File: src/rtl/pipe_skid_reg.sv
// Inter-stage pipeline register with a 2-entry skid buffer on a valid/ready handshake.
// Flush keeps the low KEEP_W payload bits (PC/EPC); a saturating stall counter supports perf debug.
module pipe_skid_reg #(
  parameter int unsigned WIDTH  = 160,
  parameter int unsigned KEEP_W = 32,
  parameter int unsigned CNT_W  = 16
) (
  input  logic             clk,
  input  logic             reset,
  input  logic             flush,
  input  logic             in_valid,
  output logic             in_ready,
  input  logic [WIDTH-1:0] in_data,
  output logic             out_valid,
  input  logic             out_ready,
  output logic [WIDTH-1:0] out_data,
  output logic [1:0]       occ,
  input  logic             clr_cnt,
  output logic [CNT_W-1:0] stall_cnt
);

  // State encoding doubles as the occupancy count.
  localparam logic [1:0] ST_EMPTY = 2'd0;
  localparam logic [1:0] ST_ONE   = 2'd1;
  localparam logic [1:0] ST_FULL  = 2'd2;

  // Bits of the output entry that survive a flush; all-zero when KEEP_W == 0.
  localparam logic [WIDTH-1:0] KEEP_MASK = {WIDTH{1'b1}} >> (WIDTH - KEEP_W);
  localparam logic [CNT_W-1:0] CNT_MAX   = {CNT_W{1'b1}};

  logic [1:0]       state_q, state_d;
  logic [WIDTH-1:0] main_q, main_d;
  logic [WIDTH-1:0] skid_q, skid_d;
  logic [CNT_W-1:0] cnt_q, cnt_d;
  logic             in_fire, out_fire;

  // Port decode depends only on state, so in_ready has no path from out_ready.
  assign in_ready  = (state_q != ST_FULL);
  assign out_valid = (state_q != ST_EMPTY);
  assign occ       = state_q;
  assign out_data  = main_q;
  assign stall_cnt = cnt_q;

  assign in_fire  = in_valid & in_ready;
  assign out_fire = out_valid & out_ready;

  // Next-state and datapath.
  always_comb begin
    state_d = state_q;
    main_d  = main_q;
    skid_d  = skid_q;
    if (flush) begin
      state_d = ST_EMPTY;
      main_d  = main_q & KEEP_MASK;
      skid_d  = '0;
    end else begin
      case (state_q)
        ST_EMPTY: begin
          if (in_fire) begin
            main_d  = in_data;
            state_d = ST_ONE;
          end
        end
        ST_ONE: begin
          if (in_fire && out_fire) begin
            main_d = in_data;
          end else if (in_fire) begin
            skid_d  = in_data;
            state_d = ST_FULL;
          end else if (out_fire) begin
            state_d = ST_EMPTY;
          end
        end
        ST_FULL: begin
          if (out_fire) begin
            main_d  = skid_q;
            state_d = ST_ONE;
          end
        end
        default: state_d = ST_EMPTY;
      endcase
    end
  end

  // Saturating stall counter; clear wins over increment, flush leaves it alone.
  always_comb begin
    cnt_d = cnt_q;
    if (clr_cnt) begin
      cnt_d = '0;
    end else if (out_valid && !out_ready && (cnt_q != CNT_MAX)) begin
      cnt_d = cnt_q + CNT_W'(1);
    end
  end

  always_ff @(posedge clk) begin
    if (reset) begin
      state_q <= ST_EMPTY;
      main_q  <= '0;
      skid_q  <= '0;
      cnt_q   <= '0;
    end else begin
      state_q <= state_d;
      main_q  <= main_d;
      skid_q  <= skid_d;
      cnt_q   <= cnt_d;
    end
  end

endmodule

File: config.mk
export PLATFORM = sky130hd
export DESIGN_NAME = pipe_skid_reg
export DESIGN_NICKNAME = d
export VERILOG_FILES = /design/src/rtl/pipe_skid_reg.sv
export SDC_FILE = /design/constraint.sdc
export NUM_CORES = 1
export LEC_CHECK = 0
export ABC_CLOCK_PERIOD_IN_PS = 3800
export CORE_MARGIN = 2
export CORE_UTILIZATION = 45
export DETAILED_ROUTE_END_ITERATION = 10
export PLACE_DENSITY = 0.74
export SETUP_SLACK_MARGIN = 0.4
export SLEW_MARGIN = 25
export SYNTH_ARGS = -nofsm -noshare
export SYNTH_HDL_FRONTEND = slang
export SYNTH_SLANG_ARGS = --single-unit
File: constraint.sdc
create_clock -name clk -period 3.8 [get_ports clk]
set_input_delay 0.76 -clock clk [delete_from_list [all_inputs] [get_ports clk]]
set_output_delay 0.76 -clock clk [all_outputs]
set_load 0.01 [all_outputs]
**Word level (Yosys, flattened, before mapping)**

Cells that the tools add are included.

- Output and inout bits: 180
- Logic and storage cells: 42
- Input port bits: 166
- Flip-flop bits (word level): 338

- $add $sub $neg: 1
- Reduce and logical (&&, ||, !) cells: 13
- Equal/unequal tests: 9
- Bitwise operators: 4
- Muxes and demuxes: 10

Operator list:

| kind | number |
|---|---|
| $mux 160 | 3 |
| $pmux 160 s3 | 1 |
| $add 16x1->16 const B | 1 |
| $ne 16x16->1 const B | 1 |
| $mux 2 | 5 |
| $ne 2x2->1 const B | 5 |
| $reduce_and 4->1 | 2 |
| $pmux 2 s3 | 1 |
| $reduce_and 5->1 | 1 |
| $reduce_or 2->1 | 2 |
| $logic_and 1x1->1 | 3 |
| $ne 3x3->1 const B | 1 |
| $reduce_and 3->1 | 1 |
| $reduce_bool 3->1 | 1 |
| $and 1x1->1 | 2 |
| $eq 2x1->1 const B | 1 |
| $eq 2x2->1 const B | 1 |
| $logic_not 2->1 | 1 |
| $not 1->1 | 2 |
| $reduce_bool 2->1 | 1 |
| $logic_not 1->1 | 1 |

**Longest topological paths before layout**

- Word-level depth: 6
- Gate-level depth with buffers: 8
- Mapped depth without buffers: 5

**Least setup slack after synthesis**

No wires, ideal clock.

- Path kind: input to register
- From: input port reset
- To: register skid_q[100]
- Path buffers: 4
- Cell stages on the path: 6
- Slack: 1.906 ns
- Arrival: 1.762 ns
- Required time: 3.668 ns
- Path through: buf_2 -> or2_2 -> buf_2 -> clkbuf_1 -> clkbuf_1 -> a21oi_1

- Cells in the longest elaborated chain, start to end: 1

Ends and longest elaborated chain:

| item | RTL line | RTL |
|---|---|---|
| start: declaration | 9 | `input logic reset,` |
| $reduce_or 2->1 (no line) | n/a |  |
| end signal: assignment | 104 | `skid_q <= skid_d;` |
| end: declaration | 33 | `logic [WIDTH-1:0] skid_q, skid_d;` |

No other way between the ends.
A chain may end at the register's enable or synchronous reset.

**Worst setup path in the final report**

- From: register state_q[0], in the netlist occ[0]
- To: output port in_ready

- Cells in the longest elaborated chain, start to end: 1

Ends and longest elaborated chain:

| item | RTL line | RTL |
|---|---|---|
| start: declaration | 31 | `logic [1:0] state_q, state_d;` |
| start signal: assignment | 102 | `state_q <= state_d;` |
| $ne 2x2->1 | 38 | `assign in_ready = (state_q != ST_FULL);` |
| end: declaration | 12 | `output logic in_ready,` |

No other way between the ends.

==> metrics <==
status=completed; DIE HEIGHT=177 um; Tmin final=2970 ps; crit path max fanout=26; RSZ-0062 raised after global routing=no; Setup CP Type=reg -> out; post-route clock skew=14.5 ps; pin slew with the least headroom to its limit=843 ps; Netlist cell types=46; Total Wirelength=36500 um; number of iterations in the first detailed-routing pass=4; fraction of layout cells with a size suffix above 1=0.0516; Die ar.=31500 um^2; final hold vios=0; GRT overflow=0; Nets=1961; Clock Path Buffers=3; total track usage=0.223; row cnt=63; Worst Hold Class=reg -> reg; worst vdd ir=0.000324 V; Post-CTS Setup Inserts=0; global-route wire length before repair=57100 um; CP bufs+invs=1; Detail Route Antenna Nets=0; Slew HR=0.437; Top FF cell, synth=dfxtp_1; CP Launch Type=register; PD cells=441 nW/um^2; drc violations=0; vias in the first global route=10954; cts hold-fix bufs=0; commonest non-fill, non-tap cell in the layout=clkdlybuf4s50_1; Core ar.=29600 um^2; die width=177 um; hold depth=2; syn avg cell area=8.87 um^2; Area Growth Syn to Fin=35.5%; antenna violations before repair=3; vias per cell=5.28; Max-Cap Viols=0; Final Power=8.08 mW; Synthesis Warnings=0; setup TNS=0 ps; largest net degree at the start of global routing=140; htree depth=2; fraction of registers with async set/reset=0; worst reg-to-reg path cell count=4; worst hold slack=452 ps; WL/cell=16.5 um; CP Cell Sequence=nand2b_4 -> clkdlybuf4s50_1; count of flip-flops with a built-in enable after synthesis=0; fmax=336 MHz; Via Count=11685; final setup violation count=0; clk sink count=338; clk slew on worst S/H paths=60 ps; Tcrit/Tclk final=0.783; post-DP HPWL=23800 um; I/O Buffers=345; Initial DRC Count=687; CP Capture Type=primary output; gpl congestion=0.777; Resized cells post-CTS=0; Synth Cell Area=13500 um^2; LEAKAGE=7.32 nW; number of register bits inferred by synthesis=338; register area share after synthesis=0.500; commonest cells after routing, fill and taps aside=345 x clkdlybuf4s50_1, 338 x dfxtp_1, 326 x nand2_1; Worst path max stage delay=640 ps; Top delay family on crit path=buffers and inverters; clk root buf=clkbuf_16; initial core utilization=0.456; CTS tree=yes; Mapped Cells=1524; Slew Viols, Final=0; Critical Path Stages=2; Req. time, crit path=3040 ps; # IOs=346; crit path max-delay cell type=clkdlybuf4s50_1; CP Data Arrival Time=2210 ps; Num CTS Buffers=37; Net Count, Synth=1691; Worst-Skew Late Latency=510 ps
routing by layer:
metal | vias up | part of all wire | GRT usage
met4 | 0 | 0.031 | 0.0779
met3 | 67 | 0.078 | 0.0647
li1 | 5898 | - | -
met2 | 319 | 0.46 | 0.361
met5 | - | 0 | 0
met1 | 5401 | 0.43 | 0.283
report_power, final:
group	total (mW)	switching (mW)	internal, mW
Sequential	3.71	0.0631	3.64
Combinational	0.843	0.410	0.433
Clock	3.53	1.41	2.11
Yosys cell counts, types with 2 or more instances:
| cell type | count | share of area |
|---|---|---|
| a211oi_1 | 130 | 0.072 |
| a21oi_1 | 203 | 0.075 |
| a311oi_1 | 32 | 0.021 |
| and4_1 | 2 | 0.0013 |
| buf_1 | 8 | 0.0022 |
| buf_2 | 46 | 0.017 |
| buf_4 | 3 | 0.0017 |
| buf_6 | 8 | 0.0067 |
| clkbuf_1 | 68 | 0.019 |
| dfxtp_1 | 338 | 0.50 |
| inv_1 | 3 | 0.00083 |
| mux2i_1 | 162 | 0.12 |
| nand2_1 | 327 | 0.091 |
| nand2b_1 | 3 | 0.0014 |
| nand3_1 | 6 | 0.0022 |
| nand4_1 | 2 | 0.00093 |
| nand4_4 | 2 | 0.0031 |
| nor2_1 | 135 | 0.037 |
| nor4_1 | 2 | 0.00093 |
| o21ai_0 | 5 | 0.0019 |
| o31ai_1 | 5 | 0.0028 |
| or2_2 | 3 | 0.0014 |
| or3_1 | 4 | 0.0019 |
| or4_1 | 5 | 0.0028 |
kinds of logic after synthesis:
kind of cell	count (synthesis)	synth area share
AO/OA/AOI/OAI	385	0.181
XOR/XNOR	1	0.000648
adder cells (fa/ha/maj)	1	0.000925
buffers and inverters	137	0.0476
flip-flops	338	0.500
multiplexers	162	0.120
AND/OR/NAND/NOR	500	0.150
state kept, by name (all words and copies together) (netlist names):
signal     cells
occ            2
out_data     160
skid_q       160
stall_cnt     16
through the flow:
step	area [um^2]	instances	setup slack [ps]	util
floorplan	13500	1524	1910	-
global placement	17100	2145	933	0.577
detailed placement	17100	2145	871	0.577
CTS	18300	2210	780	0.618
global route	18300	2213	700	0.618
finish	18300	2213	826	0.618
area by class of cell:
type                       instances  area (um^2)
sequential                       338         6770
timing repair buffer             364         3700
inverter                           4         16.3
multi-input combinational       1049         6140
fill                            2501        11300
antenna                            3         7.51
clock inverter                    14          134
tap                              390          488
clock buffer                      51         1070
tightest hold or removal path, delay by kind of cell (launching register included):
family / cells / cell delay (ps)
flip-flops: 1 / 300
AND/OR/NAND/NOR: 1 / 50
AO/OA/AOI/OAI: 1 / 50
path summary, 6_finish.rpt:
path                                 start           end  slack (ps)
worst max-delay path                occ[0]      in_ready         830
worst min-delay path            skid_q[45]    skid_q[45]         450
worst max register to register      occ[0]  out_data[40]        1530
worst min register to register  skid_q[45]    skid_q[45]         450
No activity file was read; power rests on OpenSTA's default activity.
